--- src/rtl/pipe_pkg.sv ---
// pipe_pkg
// Shared definitions for the pipeline stall/flush sequencer: controller state
// encoding and register-index constants.
package pipe_pkg;

    localparam int REG_IDX_W = 5;
    localparam logic [REG_IDX_W-1:0] REG_ZERO = 5'd0;

    typedef enum logic [1:0] {
        PC_RUN      = 2'd0,
        PC_DIV_WAIT = 2'd1,
        PC_EXC_HOLD = 2'd2
    } pc_state_e;

endpackage

--- src/rtl/pipe_hazard_cmp.sv ---
// pipe_hazard_cmp
// Combinational source/destination comparator. Reports whether the D-stage
// instruction reads a register that a later stage is about to write.
// Ports:
//   rs, rt          : D-stage source register indices
//   use_rs, use_rt  : the D instruction actually reads rs / rt
//   dst             : destination register index of the later stage
//   dst_valid       : the later stage really writes dst
//   match           : a used source equals a live, non-zero destination
module pipe_hazard_cmp
    import pipe_pkg::*;
(
    input  logic [REG_IDX_W-1:0] rs,
    input  logic [REG_IDX_W-1:0] rt,
    input  logic                 use_rs,
    input  logic                 use_rt,
    input  logic [REG_IDX_W-1:0] dst,
    input  logic                 dst_valid,
    output logic                 match
);

    // $zero is never a real dependency, so it is filtered here once.
    assign match = dst_valid && (dst != REG_ZERO) &&
                   ((use_rs && (rs == dst)) || (use_rt && (rt == dst)));

endmodule

--- src/rtl/pipe_ctrl.sv ---
// pipe_ctrl
// Central stall/flush sequencer for the 5-stage pipeline. Resolves load-use
// and branch-operand hazards, holds the pipe during multi-cycle divides and
// defers exception flushes until memory stalls clear.
// Ports:
//   clk, rst                 : clock, async active-high reset
//   i_stall, d_stall         : instruction / data memory not ready
//   rsD, rtD, use_rsD/rtD    : D-stage sources and their use bits
//   branchD                  : D instruction compares operands in D
//   reg_writeE, mem_readE,
//   write_regE               : E-stage destination info
//   mem_readM, write_regM    : M-stage load destination info
//   div_startE, div_readyE   : divider in E / divider result valid
//   exc_M                    : exception or interrupt commits in M
//   stallF..stallW           : hold pipeline registers
//   flushD..flushW           : insert bubbles
//   div_abort                : kill the in-flight divide (combinational)
//   stall_cnt                : saturating count of cycles with stallF=1
//
// state        | meaning
// -------------+--------------------------------------------------------
// PC_RUN       | normal flow; hazards and one-shot exceptions handled here
// PC_DIV_WAIT  | multi-cycle divide in E, waiting for div_readyE
// PC_EXC_HOLD  | exception latched while memory stalled; flush on release
module pipe_ctrl
    import pipe_pkg::*;
#(
    parameter int CNT_W = 32
) (
    input  logic                 clk,
    input  logic                 rst,
    input  logic                 i_stall,
    input  logic                 d_stall,
    input  logic [REG_IDX_W-1:0] rsD,
    input  logic [REG_IDX_W-1:0] rtD,
    input  logic                 use_rsD,
    input  logic                 use_rtD,
    input  logic                 branchD,
    input  logic                 reg_writeE,
    input  logic                 mem_readE,
    input  logic [REG_IDX_W-1:0] write_regE,
    input  logic                 mem_readM,
    input  logic [REG_IDX_W-1:0] write_regM,
    input  logic                 div_startE,
    input  logic                 div_readyE,
    input  logic                 exc_M,
    output logic                 stallF,
    output logic                 stallD,
    output logic                 stallE,
    output logic                 stallM,
    output logic                 stallW,
    output logic                 flushD,
    output logic                 flushE,
    output logic                 flushM,
    output logic                 flushW,
    output logic                 div_abort,
    output logic [CNT_W-1:0]     stall_cnt
);

    pc_state_e        state_q, state_d;
    logic [CNT_W-1:0] stall_cnt_q, stall_cnt_d;

    logic mem_stall;
    logic match_e, match_m;
    logic lu, brh, haz;
    logic flush_fire, div_wait;
    logic [4:0] stall_v;   // {F, D, E, M, W}
    logic [3:0] flush_v;   // {D, E, M, W}

    assign mem_stall = i_stall | d_stall;

    pipe_hazard_cmp u_cmp_e (
        .rs        (rsD),
        .rt        (rtD),
        .use_rs    (use_rsD),
        .use_rt    (use_rtD),
        .dst       (write_regE),
        .dst_valid (reg_writeE),
        .match     (match_e)
    );

    pipe_hazard_cmp u_cmp_m (
        .rs        (rsD),
        .rt        (rtD),
        .use_rs    (use_rsD),
        .use_rt    (use_rtD),
        .dst       (write_regM),
        .dst_valid (mem_readM),
        .match     (match_m)
    );

    // A load in E cannot forward to D at all; a branch comparing in D also
    // has to wait on ALU results in E and on loads still in M.
    assign lu  = mem_readE & match_e;
    assign brh = branchD & (match_e | match_m);
    assign haz = lu | brh;

    always_comb begin
        state_d    = state_q;
        flush_fire = 1'b0;
        div_abort  = 1'b0;
        case (state_q)
            PC_RUN: begin
                if (exc_M) begin
                    if (mem_stall) state_d = PC_EXC_HOLD;
                    else           flush_fire = 1'b1;
                end else if (div_startE && !div_readyE) begin
                    state_d = PC_DIV_WAIT;
                end
            end
            PC_DIV_WAIT: begin
                if (exc_M) begin
                    div_abort = 1'b1;
                    if (mem_stall) begin
                        state_d = PC_EXC_HOLD;
                    end else begin
                        flush_fire = 1'b1;
                        state_d    = PC_RUN;
                    end
                end else if (div_readyE) begin
                    state_d = PC_RUN;
                end
            end
            PC_EXC_HOLD: begin
                if (!mem_stall) begin
                    flush_fire = 1'b1;
                    state_d    = PC_RUN;
                end
            end
            default: state_d = PC_RUN;
        endcase
    end

    assign div_wait = (((state_q == PC_RUN) && div_startE) || (state_q == PC_DIV_WAIT))
                      && !div_readyE;

    always_comb begin
        stall_v = 5'b00000;
        flush_v = 4'b0000;
        if (flush_fire) begin
            flush_v = 4'b1111;
        end else if (mem_stall || (state_q == PC_EXC_HOLD)) begin
            stall_v = 5'b11111;
        end else if (div_wait) begin
            // Divide occupies E; M gets a bubble while F/D/E hold.
            stall_v = 5'b11100;
            flush_v = 4'b0010;
        end else if (haz) begin
            stall_v = 5'b11000;
            flush_v = 4'b0100;
        end
    end

    assign {stallF, stallD, stallE, stallM, stallW} = stall_v;
    assign {flushD, flushE, flushM, flushW}         = flush_v;

    always_comb begin
        stall_cnt_d = stall_cnt_q;
        if (stallF && (stall_cnt_q != {CNT_W{1'b1}})) begin
            stall_cnt_d = stall_cnt_q + CNT_W'(1);
        end
    end

    always_ff @(posedge clk or posedge rst) begin
        if (rst) begin
            state_q     <= PC_RUN;
            stall_cnt_q <= '0;
        end else begin
            state_q     <= state_d;
            stall_cnt_q <= stall_cnt_d;
        end
    end

    assign stall_cnt = stall_cnt_q;

endmodule

--- config.mk ---
export PLATFORM = sky130hd
export DESIGN_NAME = pipe_ctrl
export DESIGN_NICKNAME = d
export VERILOG_FILES = /design/src/rtl/pipe_pkg.sv /design/src/rtl/pipe_hazard_cmp.sv /design/src/rtl/pipe_ctrl.sv
export SDC_FILE = /design/constraint.sdc
export NUM_CORES = 1
export LEC_CHECK = 0
export CAP_MARGIN = 20
export CORE_UTILIZATION = 50
export DETAILED_ROUTE_END_ITERATION = 10
export GPL_TIMING_DRIVEN = 0
export PLACE_DENSITY = 0.93
export SLEW_MARGIN = 0
export SYNTH_ARGS = -nofsm -noshare
export SYNTH_HDL_FRONTEND = slang
export SYNTH_SLANG_ARGS = --single-unit
--- constraint.sdc ---
create_clock -name clk -period 7.3 [get_ports clk]
set_input_delay 1.46 -clock clk [delete_from_list [all_inputs] [get_ports clk]]
set_output_delay 1.46 -clock clk [all_outputs]
set_load 0.01 [all_outputs]
==> results.cfg <==
[timing]
fin_crit_sh_pct = 77.46
worstMarginPinSlew_ns = 0.7326
hold_ws_ns = 0.4889
fmax_mhz = 176.8
tns_ns = 0
slew_headroom_pct = 51.11
setup_violations = 0
fin_skew_ns = 0.007502
rsz0062_at_grt = false
period_minus_slack_ns = 5.655
slew_violations = 0
hold_viol = 0

[setup_path]
worst_ep_arrival_time_ns = 4.19
crit_type = in -> out
path_max_fanout = 10
crit_path_max_incr_delay_ns = 0.47
endpoint = stallF
path_cells = clkdlybuf4s50_1 > or3_1 > o311a_1 > and2_1 > a32oi_2 > buf_6 > and2_1 > inv_2 > buf_4 > clkdlybuf4s50_1
reg2reg_to = stall_cnt[4]$_DFFE_PP0P_
critPathCaptureType = output pin
r2r_cells = 7
cp_slowest_cell = clkdlybuf4s50_1
setup.worst_path.start_class = input port
r2r_setup_slack_ns = 4.90
reg2reg_from = stall_cnt[2]$_DFFE_PP0P_
cp-startpoint = write_regM[1]
required_ns = 5.84

[synth]
ys_ff_latch = 34
syn_area_per_cell_um2 = 9.320
yosys.area.top_type = dfrtp_1
synth_cell_type_count = 43
netlist_instances = 243
yosys-top-cells-area = dfrtp_1 (38%), xor2_1 (9.7%), xnor2_1 (8.1%)
synth_warnings = 0
syn_area_um2 = 2265
seq_area_frac_synth_pct = 37.57
synthFlopType = dfrtp_1
syn-num-nets = 277
netlist.area_leader.share_pct = 37.57
synth_edf_count = 0
async_reset_ff_share_pct = 100.0

[grt]
gr-total-overflow = 0
grt_pass1_wl_um = 9867
antenna_found_initial = 0
grt_max_degree = 19
grt_usage_pct = 25.55
first_global_vias = 2089

[power_and_ir_drop]
p_leak_uw = 0.001186
powerDensity_nw_per_um2 = 246.3
ir_drop_v = 0.0002268

[routing]
drtIter0Drc = 119
vias = 2239
drt-total-wl_um = 6149
avgRoutedWirePerCell_um = 16.27
firstDrtPassIters = 4
ant_nets = 0
drc = 0
viasPerCell = 5.923

[cts]
post_cts_buffers = 0
cts_resized = 0
cts.htree.levels = 2
cts_buffers = 5
cts_buffer_depth = 2
holdBufCountCts = 0
clock-sinks = 34
clk_pin_slew_worst_paths_ns = 0.06
cts_tree = done
cts-root-buf = clkbuf_8
clock_latency_ns = 0.29

[die]
coreArea_um2 = 4354
initial_core_util_pct = 52.01
die_h_um = 69.30
die_area_um2 = 4802
die_w_um = 69.30
pin_count = 75
rows = 24

[hold_path]
worstHoldPathType = reg -> reg
hp-start = stall_cnt[23]$_DFFE_PP0P_

[final_layout]
drive_above_1_share_pct = 7.362
fin_nets = 359
num_antenna_cells = 0
final_core_util_pct = 73.25
area_growth_pct = 40.83
n_fill_cell = 329

[job]
cap_viol_max_count = 0

[placed_design]
gp_congestion = 0.9113
place.port_buffers = 74
dp_hpwl_um = 4516

[run_status]
outcome = finished clean
metal layers:
| layer | track usage [%] | wire length (µm) | up-vias |
|---|---|---|---|
| met2 | 41.86 | 2889 | 108 |
| met3 | 4.651 | 405 | 21 |
| met1 | 33.81 | 2722 | 1057 |
| li1 | - | - | 1053 |
| met5 | 0 | 0 | - |
| met4 | 9.297 | 132 | 0 |
critical path, delay by kind of cell:
| kind | cells | cell delay, ns |
|---|---|---|
| buffers and inverters | 5 | 1.32 |
| and+or+nand+nor | 3 | 0.78 |
| AOI/OAI and AO/OA | 2 | 0.61 |
synthesized netlist by cell type, types with 2 or more instances:
cell / instances
buf_4: 3
nand2_1: 22
and4_1: 5
nor2_1: 11
xor2_1: 25
a21oi_1: 2
xnor2_1: 21
a2111oi_0: 8
and2_1: 6
dfrtp_1: 34
inv_1: 8
a221oi_1: 2
nor3_1: 3
o21ai_0: 4
or3_1: 2
nand4_1: 8
buf_2: 5
nor2b_1: 2
clkbuf_1: 4
a2111oi_1: 4
and3_1: 8
a211oi_1: 14
nor3_2: 2
or4_1: 2
mux2_4: 2
nand3_1: 18
o22ai_1: 2
where the power goes:
part           internal, µW  switching [µW]
combinational           180             144
sequential              241            75.8
clock                  76.0            67.8
layout make-up:
class,count,area [µm²],area share [%]
Timing Repair Buffer,75,768.2,24.09
Buffer,13,73.82,2.315
Clock inverter,1,5.005,0.1569
Tap cell,52,65.06,2.040
Sequential cell,34,850.8,26.68
Inverter,9,33.78,1.059
Clock buffer,7,86.33,2.707
Multi-Input combinational cell,187,1306,40.96
worst min-delay path by stage:
stage / endpoint / slack [ns] / cells past startpoint
floorplan: state_q[0]$_DFFE_PP0P_ / 0.48 / 1
global placement: stall_cnt[5]$_DFFE_PP0P_ / 0.47 / 1
detailed placement: stall_cnt[23]$_DFFE_PP0P_ / 0.48 / 1
CTS: stall_cnt[23]$_DFFE_PP0P_ / 0.49 / 1
global route: stall_cnt[16]$_DFFE_PP0P_ / 0.53 / 1
finish: stall_cnt[23]$_DFFE_PP0P_ / 0.49 / 1
cells in the final DEF, fill, tap and decap left out, types with 2 or more instances in the layout:
master           count
a221oi_1             2
a21oi_1              2
buf_4                3
mux2_4               2
clkbuf_8             6
and2_1               6
and4_1               5
o21ai_0              4
a211oi_1            14
nand2_1             22
or3_1                2
xor2_1              25
or4_1                2
nor2_1              11
clkdlybuf4s50_1     74
buf_2                5
xnor2_1             21
nand3_1             18
nor2b_1              2
clkbuf_1             5
nor3_1               3
o22ai_1              2
dfrtp_1             34
inv_1                8
a2111oi_1            4
nand4_1              8
and3_1               8
a2111oi_0            8
nor3_2               2
metrics by stage:
step | power (µW) | instance area, µm² | std cells | setup WS, ns
after global placement | 626.0 | 3070 | 369 | 1.647
after floorplan | 465.4 | 2265 | 243 | 2.809
after CTS | 785.6 | 3189 | 378 | 1.644
final | 785.6 | 3189 | 378 | 1.645
after detailed placement | 638.7 | 3098 | 370 | 1.654
after global routing | 828.4 | 3189 | 378 | 1.555
logic make-up after synthesis:
family / Yosys count / synth area share (%)
xor gates and xnor gates: 46 / 17.79
AOI/OAI and AO/OA: 46 / 16.24
and+or+nand+nor: 91 / 21.33
DFF: 34 / 37.57
buffers and inverters: 22 / 4.751
adders and majority gates: 1 / 0.5524
muxes: 3 / 1.768
state kept, by name (all words and copies together), names as in the netlist:
signal	flops
state_q	2
stall_cnt	32
Note: power is estimated with default switching activity, not from simulation.
